## config.mk

```make
export PLATFORM = sky130hd
export DESIGN_NAME = mem_arbiter
export DESIGN_NICKNAME = d
export VERILOG_FILES = /design/src/rtl/soc_pkg.sv /design/src/rtl/mem_arbiter.sv
export SDC_FILE = /design/constraint.sdc
export NUM_CORES = 1
export LEC_CHECK = 0
export CORE_AREA = 2 2 108 110
export CTS_BUF_LIST = sky130_fd_sc_hd__clkbuf_8 sky130_fd_sc_hd__clkbuf_16
export CTS_CLUSTER_SIZE = 30
export DETAILED_ROUTE_END_ITERATION = 7
export DIE_AREA = 0 0 110 112
export GPL_TIMING_DRIVEN = 0
export MAX_ROUTING_LAYER = met4
export SLEW_MARGIN = 40
export SYNTH_ARGS = -nofsm -noshare
export SYNTH_HDL_FRONTEND = slang
export SYNTH_SLANG_ARGS = --single-unit
```

## constraint.sdc

```tcl
create_clock -name clock -period 2.6 [get_ports clock]
set_clock_uncertainty 0.1 [all_clocks]
set_input_delay 0.52 -clock clock [delete_from_list [all_inputs] [get_ports clock]]
set_output_delay 0.52 -clock clock [all_outputs]
set_load 0.01 [all_outputs]
```

## src/rtl/soc_pkg.sv

```systemverilog
// ---------------------------------------------------------------------------
// soc_pkg
//   Shared types and constants for the memory-port arbiter.
//   arb_state_t : arbiter FSM state encoding
//   LSU_* sizes : access size codes carried on lsu_size / io_size
// ---------------------------------------------------------------------------
package soc_pkg;

   typedef enum logic [1:0] {
      ARB_IDLE     = 2'd0,
      ARB_BUSY_IFU = 2'd1,
      ARB_BUSY_LSU = 2'd2
   } arb_state_t;

   localparam logic [1:0] LSU_BYTE = 2'b00;
   localparam logic [1:0] LSU_HALF = 2'b01;
   localparam logic [1:0] LSU_WORD = 2'b10;
   localparam logic [1:0] LSU_EXTA = 2'b11;

endpackage

```

## src/rtl/mem_arbiter.sv

```systemverilog
// ---------------------------------------------------------------------------
// mem_arbiter
//   Shares the single memory/IO port between the instruction fetch unit and
//   the LSU, one bus transaction outstanding at a time. The LSU has fixed
//   priority; a starvation counter lets the IFU win after IFU_MAX_WAIT
//   consecutive lost arbitrations.
//
// Ports
//   clock, reset                    clock, synchronous active-high reset
//   ifu_reqValid/ifu_addr           IFU request (held until ifu_respValid)
//   ifu_respValid/ifu_rdata         IFU completion and fetched word
//   lsu_reqValid/lsu_addr/lsu_wdata LSU request (held until lsu_respValid)
//   lsu_size/lsu_wen/lsu_wmask      LSU access attributes
//   lsu_respValid/lsu_rdata         LSU completion and read data
//   io_reqValid/io_addr/io_wdata    request towards the bus bridge
//   io_size/io_wen/io_wmask         muxed access attributes
//   io_respValid/io_rdata           bus completion (may be same cycle) and data
// ---------------------------------------------------------------------------
import soc_pkg::*;

module mem_arbiter #(
   parameter int IFU_MAX_WAIT = 4,
   parameter int CNT_W        = 3
) (
   input  logic        clock,
   input  logic        reset,
   input  logic        ifu_reqValid,
   output logic        ifu_respValid,
   input  logic [31:0] ifu_addr,
   output logic [31:0] ifu_rdata,
   input  logic        lsu_reqValid,
   output logic        lsu_respValid,
   input  logic [31:0] lsu_addr,
   input  logic [31:0] lsu_wdata,
   input  logic [1:0]  lsu_size,
   input  logic        lsu_wen,
   input  logic [3:0]  lsu_wmask,
   output logic [31:0] lsu_rdata,
   output logic        io_reqValid,
   input  logic        io_respValid,
   output logic [31:0] io_addr,
   output logic [31:0] io_wdata,
   output logic [1:0]  io_size,
   output logic        io_wen,
   output logic [3:0]  io_wmask,
   input  logic [31:0] io_rdata
);

   localparam logic [CNT_W-1:0] MAX_WAIT = CNT_W'(IFU_MAX_WAIT);

   arb_state_t       state;
   arb_state_t       next_state;
   logic [CNT_W-1:0] wait_cnt;
   logic             arb_lsu;
   logic             arb_ifu;
   logic             sel_lsu;
   logic             sel_ifu;

   // Read data is broadcast; each consumer qualifies it with its own respValid.
   assign ifu_rdata = io_rdata;
   assign lsu_rdata = io_rdata;

   // Grant decision, request mux and response routing. Arbitration happens
   // only in IDLE; a busy state keeps the bus locked to its owner until the
   // bridge responds, even if the owner drops its request. Everything is
   // forced quiet while reset is high.
   always_comb begin
      next_state    = state;
      arb_lsu       = 1'b0;
      arb_ifu       = 1'b0;
      sel_lsu       = 1'b0;
      sel_ifu       = 1'b0;
      io_reqValid   = 1'b0;
      io_addr       = '0;
      io_wdata      = '0;
      io_size       = '0;
      io_wen        = 1'b0;
      io_wmask      = '0;
      ifu_respValid = 1'b0;
      lsu_respValid = 1'b0;
      if (!reset) begin
         case (state)
            ARB_IDLE: begin
               arb_lsu = lsu_reqValid && !(ifu_reqValid && (wait_cnt == MAX_WAIT));
               arb_ifu = ifu_reqValid && !arb_lsu;
               sel_lsu = arb_lsu;
               sel_ifu = arb_ifu;
               if (arb_lsu && !io_respValid) begin
                  next_state = ARB_BUSY_LSU;
               end else if (arb_ifu && !io_respValid) begin
                  next_state = ARB_BUSY_IFU;
               end
            end
            ARB_BUSY_IFU: begin
               sel_ifu = 1'b1;
               if (io_respValid) begin
                  next_state = ARB_IDLE;
               end
            end
            ARB_BUSY_LSU: begin
               sel_lsu = 1'b1;
               if (io_respValid) begin
                  next_state = ARB_IDLE;
               end
            end
            default: begin
               next_state = ARB_IDLE;
            end
         endcase
      end
      // Only the owner of the bus ever sees a response; the LSU latches
      // read data on any response, so a leaked IFU response would corrupt
      // the halves of a misaligned load.
      if (sel_lsu) begin
         io_reqValid   = 1'b1;
         io_addr       = lsu_addr;
         io_wdata      = lsu_wdata;
         io_size       = lsu_size;
         io_wen        = lsu_wen;
         io_wmask      = lsu_wmask;
         lsu_respValid = io_respValid;
      end else if (sel_ifu) begin
         io_reqValid   = 1'b1;
         io_addr       = ifu_addr;
         io_size       = LSU_WORD;
         ifu_respValid = io_respValid;
      end
   end

   // State register and starvation counter. The counter tracks consecutive
   // IDLE arbitrations the IFU lost while requesting, and restarts whenever
   // the IFU is granted or stops asking.
   always_ff @(posedge clock) begin
      if (reset) begin
         state    <= ARB_IDLE;
         wait_cnt <= '0;
      end else begin
         state <= next_state;
         if (state == ARB_IDLE) begin
            if (arb_ifu || !ifu_reqValid) begin
               wait_cnt <= '0;
            end else if (arb_lsu && (wait_cnt != MAX_WAIT)) begin
               wait_cnt <= wait_cnt + 1'b1;
            end
         end
      end
   end

endmodule

```

Word-level counts from Yosys, hierarchy flattened
Index checks and enable logic that the tools add are counted.
{ "word_totals": {"reg_bits": 5, "input_bits": 140, "output_inout_bits": 138, "word_cells": 51} }
{ "classes": {"n_addsub": 1, "eq_ne": 6, "n_mux": 26, "n_reduce_logical": 16} }
{ "op_table": {"columns": ["cell", "n"], "rows": [
  ["$mux 32", 3],
  ["$mux 1", 12],
  ["$mux 2", 5],
  ["$logic_and 1x1->1", 6],
  ["$mux 3", 2],
  ["$ne 3x3->1 const B", 2],
  ["$logic_not 1->1", 4],
  ["$mux 4", 1],
  ["$pmux 1 s2", 2],
  ["$pmux 2 s2", 1],
  ["$reduce_and 2->1", 2],
  ["$add 3x1->3 const B", 1],
  ["$eq 3x3->1 const B", 1],
  ["$eq 2x1->1 const B", 1],
  ["$eq 2x2->1 const B", 1],
  ["$logic_not 2->1", 1],
  ["$ne 2x1->1 const B", 1],
  ["$reduce_bool 2->1", 1],
  ["$reduce_or 2->1", 1],
  ["$logic_or 1x1->1", 1]
]} }

Logic depth before layout (Yosys ltp)
{ "logic_depth": {"depth_word": 11, "depth_mapped": 8, "ltp_nobuf": 5} }

Least setup slack after synthesis
OpenSTA, ideal clock, no wires.
{ "synth_path": {"kind": "flip-flop to output port", "startpoint": "register state[0]", "endpoint": "output io_wdata[17]", "arrival_time_ps": 1510, "required_ps": 1980, "setup_slack_ps": 470, "stages_incl_launch_ff": 9, "n_path_buf": 3, "path_cell_list": "dfxtp_1 inv_1 ha_1 and4b_1 buf_2 nor3_4 buf_4 buf_4 and2_1"} }
{ "synth_between": {"elab_chain_cells": 4, "elab_cells_between_ends": 5} }
{ "synth_lines": {"columns": ["element", "line_no", "rtl"], "rows": [
  ["start: declaration", "mem_arbiter.sv:51", "arb_state_t state;"],
  ["start signal: assignment", "mem_arbiter.sv:138", "state <= next_state;"],
  ["$eq 2x2->1 / $logic_not 2->1 (equally long branches)", "mem_arbiter.sv:82", "case (state)"],
  ["$pmux 1 s2 *", "mem_arbiter.sv:82", null],
  ["$mux 1 *", "mem_arbiter.sv:81", "if (!reset) begin"],
  ["$mux 32 *", "mem_arbiter.sv:114", "if (sel_lsu) begin"],
  ["end: declaration", "mem_arbiter.sv:42", "output logic [31:0] io_wdata,"]
]} }
Every way passes the cells marked *; elsewhere a longest branch is shown, timed or not.

Final worst setup path
{ "layout_path": {"startpoint": "register state[0]", "endpoint": "output io_addr[8]"} }
{ "layout_between": {"elab_chain_cells": 5, "elab_cells_between_ends": 9} }
{ "layout_lines": {"columns": ["element", "line_no", "rtl"], "rows": [
  ["$eq 2x1->1 / $logic_not 2->1 (equally long branches)", "mem_arbiter.sv:82", null],
  ["$pmux 1 s2", "mem_arbiter.sv:82", null],
  ["$mux 1", "mem_arbiter.sv:81", null],
  ["$mux 32", "mem_arbiter.sv:122", "end else if (sel_ifu) begin"],
  ["$mux 32 *", "mem_arbiter.sv:114", null],
  ["end: declaration", "mem_arbiter.sv:41", "output logic [31:0] io_addr,"]
]} }
Marked as above.

==> out/results.ini <==
[status]
status=complete, no violations

[die]
fp.dieH_um=112
die_w_um=110
die_area_sq_mm=0.0123
core_sq_mm=0.0112
initial_core_util=0.163
rows=39
pin_count=278

[yosys]
synthSimpleGateAreaFrac=0.356
synth_fp_nets=386
ys_types=31
yosysMostFrequentCell=buf_4
synth_compound_area_frac=0.209
synth-seq-area-share=0.0549
synth_edf_count=0
synth_flop_cell=dfxtp_1
synth.top_cell.area_share=0.276
synth.largest_area_cell=buf_4
synth_warnings=0
synthTopCellsByArea=buf_4, nor4b_1, a31o_2
yosys_register_bits=5
async_flop_share=0
synth.area.mux_share=0.00618
synthAdderAreaFrac=0.0343
yosys.area_share.xor_xnor=0
netlist_instances=241
yosys-top-cells-count=buf_4, and2_1, nor4b_1, a31o_2, buf_2
synth_top_family_by_area=simple AND/OR/NAND/NOR gates
syn-cell-area_sq_mm=0.00182
avgSynthCellArea_sq_um=7.56

[timing]
period_needed_ns=2.59
final-hold-violation-count=0
worst_pin_slew_ns=0.727
slew_violations=0
max_slew_margin=0.516
rsz0062_at_grt=true
max_freq_ghz=0.386
hold_ws_ns=0.388
tns_ns=0
setup_viol=0
finalCritPeriodShare=0.996
timing.final.ws_setup_ns=0.0106

[power]
sw_frac_of_total=0.322
power_mw=1.33
ir_drop_uv=163
comb_power_share=0.744
power.density_mw_per_mm2=267
seqPwrFrac=0.064
power_frac_clock=0.192
p_leak_nw=2.18
internal_power_uw=900
switchingPower_uw=427

[final_layout]
stdcell_count=659
antennaDiodeCount=0
postLayoutCoreUtil=0.445
finalNetCount=662
fill_cells=1121
drive_above_1_share=0.502
fin_area_sq_mm=0.00497
area_growth_pct=173

[place]
place_congestion=0.795
numPortBuffers=243
dp_slack_ns=-0.961
dp.cells=627
dp.final_hpwl_um=8040
post_dp_cell_area_sq_mm=0.00443

[cts]
clockBufferDepth=2
cts_sinks=5
htreeDepth=1
clkTransAtPathRegs_ns=0.04
ctsHoldBuffers=0
clk-insertion-delay-late_ns=0.23
numCtsBuffers=3
cts_root_buf=clkbuf_16
cts_tree=done

[grt]
gr-total-overflow=0
antenna_found_initial=0
met1_usage=0.157
grt_start_max_net_pins=11
met2_usage=0.297
grt_most_used_layer=met2
grt_pass1_vias=2974
use_met3=0.0287
grt_pass1_wl_um=14600
grt_usage=0.155

[setup_path]
required_ns=1.98
cpPeakStageDelay_ns=0.41
worstSetupPathType=reg2out
arrival_ns=1.97
endpoint_kind=primary output
path_cells=inv_4 -> ha_4 -> and4b_4 -> buf_6 -> nor4b_2 -> a31o_2 -> dlygate4sd2_1
critPathLaunchType=flip-flop
critPathSlowestCell=and4b_4
cpLargestDelayFamily=buffers and inverters
cp_max_fo=10
worstPathBufferInverterCount=3

[flow_run]
cap_violations=0

[route]
route.detailed.drc=0
drtPass1Iterations=4
viasPerCell=4.29
ant_nets=0
vias=2827
routedWlPerCell_um=15.3
drt_iter0_drc=101
wl_um=10100

[hold_path]
hold_class=reg2reg

[path summary, 6_finish.rpt]
check                                              start                       end  slack, ns  cells past startpoint
worst min register to register  wait_cnt[1]$_SDFFE_PP0P_  wait_cnt[1]$_SDFFE_PP0P_       0.39                      2
worst min-delay path            wait_cnt[1]$_SDFFE_PP0P_  wait_cnt[1]$_SDFFE_PP0P_       0.39                      2
worst max-delay path               state[0]$_SDFFE_PP0P_                io_addr[8]       0.01                      7
worst max register to register     state[1]$_SDFFE_PP0P_     state[0]$_SDFFE_PP0P_       1.01                      5
[registers in the layout, summed over array words and instances (netlist names)]
name      cells
state         2
wait_cnt      3
[layer usage]
layer	vias to the layer above	routed length, um
met5	-	0
li1	1351	-
met4	0	168
met1	1284	3480
met2	179	5400
met3	13	1060
[final cells by class]
| class | count | area, sq um | area share |
|---|---|---|---|
| buffer | 84 | 693 | 0.139 |
| clock buffer | 3 | 75.1 | 0.0151 |
| sequential | 5 | 106 | 0.0214 |
| inverter | 4 | 17.5 | 0.00352 |
| multi-input combinational | 144 | 1390 | 0.279 |
| tap | 143 | 179 | 0.0360 |
| timing repair buffer | 275 | 2510 | 0.504 |
| clock inverter | 1 | 3.75 | 0.000755 |
[worst reg2reg max path: stages (launching register included)]
cell,delay (ns)
dfxtp_4,0.36
inv_2,0.06
ha_4,0.21
or3b_2,0.48
a21o_1,0.17
a21oi_1,0.14
[what timing repair did]
action | in CTS | in global routing
buffers inserted | 23 | 4
cloned | 5 | 1
setup endpoints to repair | 74 | 60
gates resized for setup | 327 | 43
pin swaps | 6 | 2
[power by group through the flow]
stage	sequential (mW)	combinational, mW	clock (mW)
CTS	0.0845	0.984	0.259
floorplan	0.0835	0.374	0
detailed placement	0.0841	0.863	0
finish	0.0849	0.987	0.255
global route	0.0855	1.05	0.262
global placement	0.0837	0.857	0
[cells in the final DEF, fill, tap and decap left out, types with 3 or more instances in the layout]
cell type        synthesis  routed
clkdlybuf4s50_1          0     169
buf_4                   67      82
buf_2                   14      49
and2_1                  39      37
a31o_2                  30      30
nor4b_2                  0      24
buf_6                    0      16
clkbuf_2                 2       9
clkdlybuf4s15_1          0       7
clkbuf_8                 0       6
clkdlybuf4s15_2          0       6
nor4b_1                 32       5
nor2_1                   6       5
nor2b_1                  4       4
clkbuf_4                 0       3
buf_12                   0       3
nor4b_4                  0       3
a21oi_1                  4       3
and3_1                   3       3
ha_4                     0       3
clkbuf_16                0       3
dlygate4sd2_1            0       3
[logic make-up (layout without fill, tap and decap cells)]
group           after synthesis  in the layout
compound gates               46             46
fa+ha+maj                     5              5
buf+inv                      92            367
flops                         5              5
mux                           1              1
simple gates                 92             92
(Power assumes the default switching activity.)
